$ cat config.mk
export PLATFORM = sky130hd
export DESIGN_NAME = link_retry_ctrl
export DESIGN_NICKNAME = d
export VERILOG_FILES = /design/src/rtl/mesh_pkg.sv /design/src/rtl/retry_timer.sv /design/src/rtl/link_retry_ctrl.sv
export SDC_FILE = /design/constraint.sdc
export NUM_CORES = 1
export LEC_CHECK = 0
export BUFFER_PORTS_ARGS = -buffer_cell sky130_fd_sc_hd__buf_2
export CORE_ASPECT_RATIO = 1.2
export CORE_MARGIN = 1.5
export CORE_UTILIZATION = 57
export DETAILED_ROUTE_END_ITERATION = 10
export PLACE_DENSITY = 0.8
export SLEW_MARGIN = 30
export SYNTH_ARGS = -nofsm -noshare
export SYNTH_HDL_FRONTEND = slang
export SYNTH_SLANG_ARGS = --single-unit
$ cat constraint.sdc
create_clock -name clk -period 6.4 [get_ports clk]
set_input_delay 0.32 -clock clk [delete_from_list [all_inputs] [get_ports clk]]
set_output_delay 0.32 -clock clk [all_outputs]
set_load 0.05 [all_outputs]
$ cat src/rtl/mesh_pkg.sv
// Shared mesh definitions: link retry controller state encoding.
package mesh_pkg;

    typedef enum logic [2:0] {
        ST_IDLE      = 3'd0,
        ST_WAIT      = 3'd1,
        ST_ACK_FLUSH = 3'd2,
        ST_REPLAY    = 3'd3,
        ST_ERROR     = 3'd4
    } link_retry_state_t;

endpackage

$ cat src/rtl/retry_timer.sv
// Ack-progress timeout countdown: load arms TIMEOUT enabled cycles, expired flags the last one.
// Latency: expired is combinational from the count; load always wins over expiry.
module retry_timer #(
    parameter int TIMEOUT = 255
) (
    input  logic clk,
    input  logic nreset,
    input  logic load,
    input  logic enable,
    output logic expired
);
    localparam int TW = (TIMEOUT < 2) ? 1 : $clog2(TIMEOUT + 1);

    logic [TW-1:0] count;

    always_ff @(posedge clk) begin
        if (nreset) begin
            count <= '0;
        end else if (load) begin
            count <= TW'(TIMEOUT - 1);
        end else if (enable && count != '0) begin
            count <= count - TW'(1);
        end
    end

    // Loaded with TIMEOUT-1 so expiry lands on the TIMEOUT-th enabled cycle.
    assign expired = enable && !load && (count == '0);

endmodule

$ cat src/rtl/link_retry_ctrl.sv
// Link-layer retry controller: tracks unacked packets, retires acks, rewinds the replay buffer on nack/timeout.
// Latency: ack/ack_count registered 1 cycle after an accepted ack; nack asserted for the single REPLAY cycle.
module link_retry_ctrl
    import mesh_pkg::*;
#(
    parameter int SEQ_W       = 4,
    parameter int TIMEOUT     = 255,
    parameter int MAX_RETRIES = 3
) (
    input  logic             clk,
    input  logic             nreset,
    input  logic             tx_fire,
    input  logic             rx_ack_valid,
    input  logic [SEQ_W-1:0] rx_ack_seq,
    input  logic             rx_nack_valid,
    input  logic [SEQ_W-1:0] rx_nack_seq,
    output logic             ack,
    output logic [SEQ_W-1:0] ack_count,
    output logic             nack,
    output logic [SEQ_W-1:0] tx_seq,
    output logic             tx_allow,
    output logic [SEQ_W:0]   outstanding,
    output logic             link_error
);
    localparam int             RW       = $clog2(MAX_RETRIES + 2);
    localparam logic [SEQ_W:0] FULL_CNT = {1'b0, {SEQ_W{1'b1}}};

    link_retry_state_t state, state_next;
    logic [SEQ_W-1:0]  ack_seq, ack_in_seq, delta;
    logic [SEQ_W:0]    outstanding_next;
    logic [RW-1:0]     retry_cnt;
    logic              live, fire, ack_in_vld, ack_take;
    logic              timer_load, timer_expired;

    assign tx_allow   = (state != ST_ERROR) && (outstanding != FULL_CNT);
    assign link_error = (state == ST_ERROR);
    // Gated by reset so a replay interrupted by reset never rewinds the buffer.
    assign nack       = (state == ST_REPLAY) && !nreset;

    always_comb begin
        live       = (state == ST_IDLE) || (state == ST_WAIT);
        fire       = live && tx_fire && tx_allow;
        // A nack carries an implicit cumulative ack and overrides a coincident ack.
        ack_in_seq = rx_nack_valid ? rx_nack_seq : rx_ack_seq;
        ack_in_vld = live && (rx_ack_valid || rx_nack_valid);
        delta      = ack_in_seq - ack_seq;
        ack_take   = ack_in_vld && (delta != '0) && ({1'b0, delta} <= outstanding);
        outstanding_next = outstanding + {{SEQ_W{1'b0}}, fire}
                         - (ack_take ? {1'b0, delta} : {(SEQ_W+1){1'b0}});
        timer_load = ((state == ST_IDLE) && fire) || ack_take || (state == ST_REPLAY);
    end

    always_comb begin
        state_next = state;
        case (state)
            ST_IDLE, ST_WAIT: begin
                if (rx_nack_valid) begin
                    state_next = ack_take ? ST_ACK_FLUSH : ST_REPLAY;
                end else if (outstanding_next == '0) begin
                    state_next = ST_IDLE;
                end else if (state == ST_IDLE) begin
                    state_next = ST_WAIT;
                end else if (timer_expired) begin
                    state_next = ST_REPLAY;
                end
            end
            ST_ACK_FLUSH: state_next = ST_REPLAY;
            ST_REPLAY:    state_next = (int'(retry_cnt) >= MAX_RETRIES) ? ST_ERROR : ST_WAIT;
            ST_ERROR:     state_next = ST_ERROR;
            default:      state_next = ST_IDLE;
        endcase
    end

    always_ff @(posedge clk) begin
        if (nreset) begin
            state       <= ST_IDLE;
            tx_seq      <= '0;
            ack_seq     <= '0;
            outstanding <= '0;
            retry_cnt   <= '0;
            ack         <= 1'b0;
            ack_count   <= '0;
        end else begin
            state       <= state_next;
            outstanding <= outstanding_next;
            ack         <= ack_take;
            ack_count   <= ack_take ? delta : '0;
            if (fire) begin
                tx_seq <= tx_seq + SEQ_W'(1);
            end
            if (ack_take) begin
                ack_seq   <= ack_seq + delta;
                retry_cnt <= '0;
            end else if (state == ST_REPLAY) begin
                retry_cnt <= retry_cnt + RW'(1);
            end
        end
    end

    retry_timer #(
        .TIMEOUT (TIMEOUT)
    ) u_timer (
        .clk     (clk),
        .nreset  (nreset),
        .load    (timer_load),
        .enable  (state == ST_WAIT),
        .expired (timer_expired)
    );

endmodule

==> Word level (Yosys, flattened, before mapping) <==
Index checks and enable logic that the tools add are counted.
{ "totals": {"reg_bits": 32, "input_bits": 13, "out_inout_bits": 17, "word_cells": 64} }
{ "op_classes": {"addsub": 7, "magnitude_cmp": 2, "eq_ne": 7, "muxes": 11, "n_bitwise": 1, "reduce_logical": 27} }
{ "op_table": {"columns": ["op", "n"], "rows": [
  ["$mux W8", 2],
  ["$mux W3", 5],
  ["$pmux W3 S4", 1],
  ["$logic_and A1 B1 Y1", 11],
  ["$logic_not A8 Y1", 1],
  ["$mux W4", 2],
  ["$reduce_bool A8 Y1", 1],
  ["$reduce_or A2 Y1", 4],
  ["$sub A8 B1 Y8 const B", 1],
  ["$eq A3 B2 Y1 const B", 2],
  ["$add A5 B1 Y5", 1],
  ["$le A4 B5 Y1", 1],
  ["$logic_not A5 Y1", 1],
  ["$ne A5 B4 Y1 const B", 1],
  ["$ne A5 B5 Y1 const B", 1],
  ["$sub A5 B4 Y5", 1],
  ["$add A4 B1 Y4 const B", 1],
  ["$add A4 B4 Y4", 1],
  ["$logic_or A1 B1 Y1", 4],
  ["$reduce_bool A4 Y1", 1],
  ["$sub A4 B4 Y4", 1],
  ["$add A3 B1 Y3 const B", 1],
  ["$eq A3 B1 Y1 const B", 1],
  ["$eq A3 B3 Y1 const B", 1],
  ["other kinds (7)", 8]
]} }

==> Depth between registers and ports, before layout <==
{ "depth": {"word_depth": 15, "depth_mapped": 21} }

==> Modules after synthesis <==
Synthesis repeated with hierarchy kept, for this count alone.
{ "unflattened": {"hier_cells": 236, "area_unflattened_um2": 2099.5} }
{ "by_module_without_submodules": {"columns": ["mod", "n_inst", "cells_per_inst", "area_each_um2", "seq_area_each_um2"], "rows": [
  ["link_retry_ctrl", 1, 182, 1621.6, 480.5],
  ["retry_timer", 1, 54, 478.0, 160.2]
]} }

==> Worst setup path after synthesis <==
OpenSTA, ideal clock, no wires.
{ "synth_timing": {"path_type": "reg2reg", "startpoint": "reg state[2]", "endpoint": "reg state[1]", "setup_time_ns": 0.116, "arrival_ns": 4.792, "t_required_ns": 6.284, "slack_ns": 1.492, "stages_incl_launch_ff": 17, "path_buffers": 2, "period_less_slack_ns": 4.908, "cell_sequence": "dfxtp_1 clkbuf_1 nor3b_1 a21oi_1 and3_1 clkbuf_1 inv_1 ha_1 inv_1 ha_1 fa_1 a21o_1 a21oi_1 xnor2_1 nor3_1 or3_1 o211a_1"} }
{ "synth_between": {"word_cells_on_any_way": 29} }
{ "synth_rtl": {"columns": ["item", "line", "rtl"], "rows": [
  ["from (decl)", "link_retry_ctrl.sv:28", "link_retry_state_t state, state_next;"],
  ["from (signal assigned)", "link_retry_ctrl.sv:84", "state <= state_next;"],
  ["$eq A3 B3 Y1", null, null],
  ["named net link_error", "link_retry_ctrl.sv:23", "output logic link_error"],
  ["$pmux W3 S4", "link_retry_ctrl.sv:55", "case (state)"]
]} }
The timed path passes the listed nets, and every way through them passes these cells.
A chain may end at the register's enable or synchronous reset.

==> Final worst setup path <==
{ "layout_timing": {"startpoint": "in rx_nack_valid", "endpoint": "reg state[1]"} }
{ "layout_between": {"elab_chain_cells": 11, "word_cells_on_any_way": 20} }
{ "layout_lines": {"columns": ["item", "line", "rtl"], "rows": [
  ["from (decl)", "link_retry_ctrl.sv:15", "input logic rx_nack_valid,"],
  ["$mux W4 (*)", "link_retry_ctrl.sv:44", "ack_in_seq = rx_nack_valid ? rx_nack_seq : rx_ack_seq;"],
  ["$sub A4 B4 Y4 (*)", "link_retry_ctrl.sv:46", "delta = ack_in_seq - ack_seq;"],
  ["named net delta[1]", "link_retry_ctrl.sv:29", "logic [SEQ_W-1:0] ack_seq, ack_in_seq, delta;"],
  ["parallel branches: the longest is 9 deep, another holds $le A4 B5 Y1", null, null]
]} }
Mark *: on every way through the listed nets, which the timed path passes.

==> flow_summary.yaml <==
worst_hold_path:
  min_path_type: "primary input to flip-flop"
cts:
  cts.path.max_buffers: 2
  hold_buffers: 0
  cts_resized: 0
  cts_setup_buffers: 0
  cts_num_sinks: 32
  insertion_delay_ns: 0.29
  htreeDepth: 2
  cts_tree: "done"
  clkTransAtPathRegs_ns: 0.07
  numCtsBuffers: 5
  cts_root_buf: "clkbuf_8"
setup_path:
  r2r_end: "state[1]"
  rrSetupSlack_ns: 1.29
  reg2reg_from: "ack_seq[0]"
  endpoint_kind: "flip-flop"
  crit_end: "state[1]"
  ff2ff_path_depth: 18
  criticalPathCategory: "primary input to flip-flop"
  required_ns: 6.58
  cp-start-kind: "primary input"
  cp_max_fo: 9
  worstSetupStartpoint: "rx_nack_valid"
  worst_ep_arrival_time_ns: 5.35
die:
  core-area_um2: 3338
  die_h_um: 67.82
  row_count: 23
  initial_utilization_pct: 59.78
  fp.dieW_um: 57.02
  dieArea_um2: 3867
  pin_count: 30
timing:
  period_minus_slack_ns: 5.165
  timing.fmax_mhz: 193.6
  fin_setup_tns_ns: 0
  fin_crit_sh_pct: 80.70
  worst_pin_slew_ns: 0.6473
  setup_violations: 0
  rsz0062_at_grt: "false"
  maxSlewHeadroom_pct: 56.84
  hold_viol: 0
  hold_slack_ns: 0.4351
  fin_skew_ns: 0.005012
  drv_slew: 0
placed_design:
  port_buffers: 29
  place_congestion: 0.8666
  hpwl_mm: 2.923
power_and_ir_drop:
  power.share.combinational_pct: 62.2
  p_int_uw: 750.4
  sw_frac_of_total_pct: 47.98
  power.share.clock_pct: 13.5
  ir_drop_uv: 562.1
  power_density_nw_per_um2: 638.0
  p_seq_share_pct: 24.3
  p_total_uw: 1442
  p_leak_uw: 0.001007
  switchingPower_uw: 692.1
outcome:
  status: "finished, final reports clean"
cells_and_area:
  num-nets-final: 279
  drive_gt1_share_pct: 20.49
  finish.utilization_pct: 67.73
  num_antenna_cells: 0
  synthToLayoutAreaGrowth_pct: 13.29
  n_fill_cell: 263
synthesis:
  synth-async-reset-ratio_pct: 0
  synth_warnings: 0
  synth_area_leaders: "dfxtp_1, ha_1, xnor2_1, nor2_1, a21oi_1"
  netlist_instances: 215
  synth_cell_types: 47
  syn-num-nets: 251
  synth-seq-cells: 32
  netlist_area_um2: 1996
  netlist.area_leader.share_pct: 32.10
  synth_area_per_cell_um2: 9.282
  synth-main-ff-cell: "dfxtp_1"
  synth_top_area_cell: "dfxtp_1"
  synth_edf_count: 0
  synth_common_cells: "dfxtp_1, ha_1, nor2_1"
  synth.yosys.seq_area_share_pct: 32.10
  yosysMostFrequentCell: "dfxtp_1"
grt:
  grt_max_degree: 36
  grt_first_pass_wirelength_mm: 6.334
  antenna_found_initial: 0
  first_global_vias: 1475
  grt_use_total_pct: 21.66
  gr-total-overflow: 0
drt:
  drc: 0
  ant_nets: 0
  wl_per_cell_um: 14.29
  vias_per_cell: 5.633
  dr.pass1.iters: 4
  vias: 1583
  drt_iter0_drc: 32
  totalWireLength_mm: 4.016
job:
  max_cap_viol_count: 0
-- metal layers --
| layer | wire (µm) | GRT usage [%] |
|---|---|---|
| met5 | 0 | 0 |
| met4 | 121 | 11.34 |
| met1 | 1728 | 24.38 |
| met2 | 2026 | 37.36 |
| met3 | 138 | 6.238 |
-- layout make-up --
cell class / count / area (µm²) / area share [%]
Sequential cell: 32 / 640.6 / 28.33
Multi-Input combinational cell: 161 / 1265 / 55.95
Tap cell: 37 / 46.29 / 2.048
Clock inverter: 3 / 42.54 / 1.882
Clock buffer: 5 / 68.82 / 3.044
Timing Repair Buffer: 29 / 145.1 / 6.419
Inverter: 14 / 52.55 / 2.324
-- layout by cell type (no fill, tap or decap), drive strengths merged, types with 2 or more instances in the layout --
| cell type | Yosys | layout |
|---|---|---|
| clkbuf | 7 | 5 |
| nand4 | 2 | 2 |
| o21ai | 6 | 6 |
| a211oi | 2 | 2 |
| fa | 3 | 3 |
| ha | 20 | 20 |
| a211o | 2 | 2 |
| nand3 | 2 | 2 |
| mux2i | 5 | 5 |
| nor3 | 11 | 11 |
| dfxtp | 32 | 32 |
| a2111oi | 2 | 2 |
| xnor2 | 12 | 12 |
| a21oi | 14 | 14 |
| nand2b | 2 | 2 |
| nand2 | 13 | 13 |
| inv | 14 | 14 |
| nor2b | 7 | 7 |
| a31oi | 4 | 4 |
| a21o | 3 | 3 |
| buf | 1 | 29 |
| nor2 | 19 | 19 |
| or3 | 2 | 2 |
| mux2 | 3 | 3 |
| xor2 | 7 | 7 |
| nor4 | 6 | 6 |
-- per-stage QoR --
step                instances  setup slack, ns  cell area (µm²)
detailed placement        273            1.028             2150
floorplan                 215            1.492             1996
global route              281           0.9220             2261
CTS                       281            1.272             2261
finish                    281            1.235             2261
global placement          273            1.166             2150
-- registers in the layout, summed over array words and instances, names as in the netlist --
register	count
ack_seq	4
retry_cnt	3
tx_seq	4
u_timer.count	8
outstanding	5
state	3
ack_count	4
ack	1
-- how the worst min path moves through the flow --
stage                        from          to  slack, ns  cells after the start
floorplan              ack_seq[2]  ack_seq[2]       0.46                      2
global placement        tx_seq[3]   tx_seq[3]       0.49                      2
detailed placement     ack_seq[2]  ack_seq[2]       0.52                      2
CTS                 rx_nack_valid    state[0]       0.44                      2
global route        rx_nack_valid    state[0]       0.46                      2
finish              rx_nack_valid    state[0]       0.44                      2
-- worst max-delay path, stage by stage --
cell and delay (ns):
buf_2 0.20, mux2i_1 0.21, ha_1 0.28, fa_1 0.52, inv_1 0.17, ha_1 0.26
nor2b_1 0.13, o21ai_0 0.15, maj3_1 0.28, a211oi_2 0.16, nor3_2 0.53, nand2_1 0.18
ha_1 0.35, fa_1 0.47, a21o_1 0.18, a21oi_1 0.17, xnor2_1 0.15, nor3_1 0.10
or3_1 0.32, o211a_1 0.22
-- cells by family after synthesis --
group	synth area share, %
XOR/XNOR	8.715
AND/OR/NAND/NOR	19.56
AO/OA/AOI/OAI	14.86
adder cells (fa/ha/maj)	16.05
flip-flops	32.10
multiplexers	4.201
buffers and inverters	4.514
-- power by group through the flow --
| stage | logic [µW] | clock network (µW) | registers [µW] |
|---|---|---|---|
| 3_3_place_gp | 871 | 0 | 349 |
| 2_1_floorplan | 662 | 0 | 414 |
| 3_5_place_dp | 883 | 0 | 352 |
| 5_1_grt | 989 | 206 | 360 |
| 6_report | 897 | 195 | 350 |
| 4_1_cts | 894 | 197 | 349 |
Note: power is estimated with default switching activity, not from simulation.
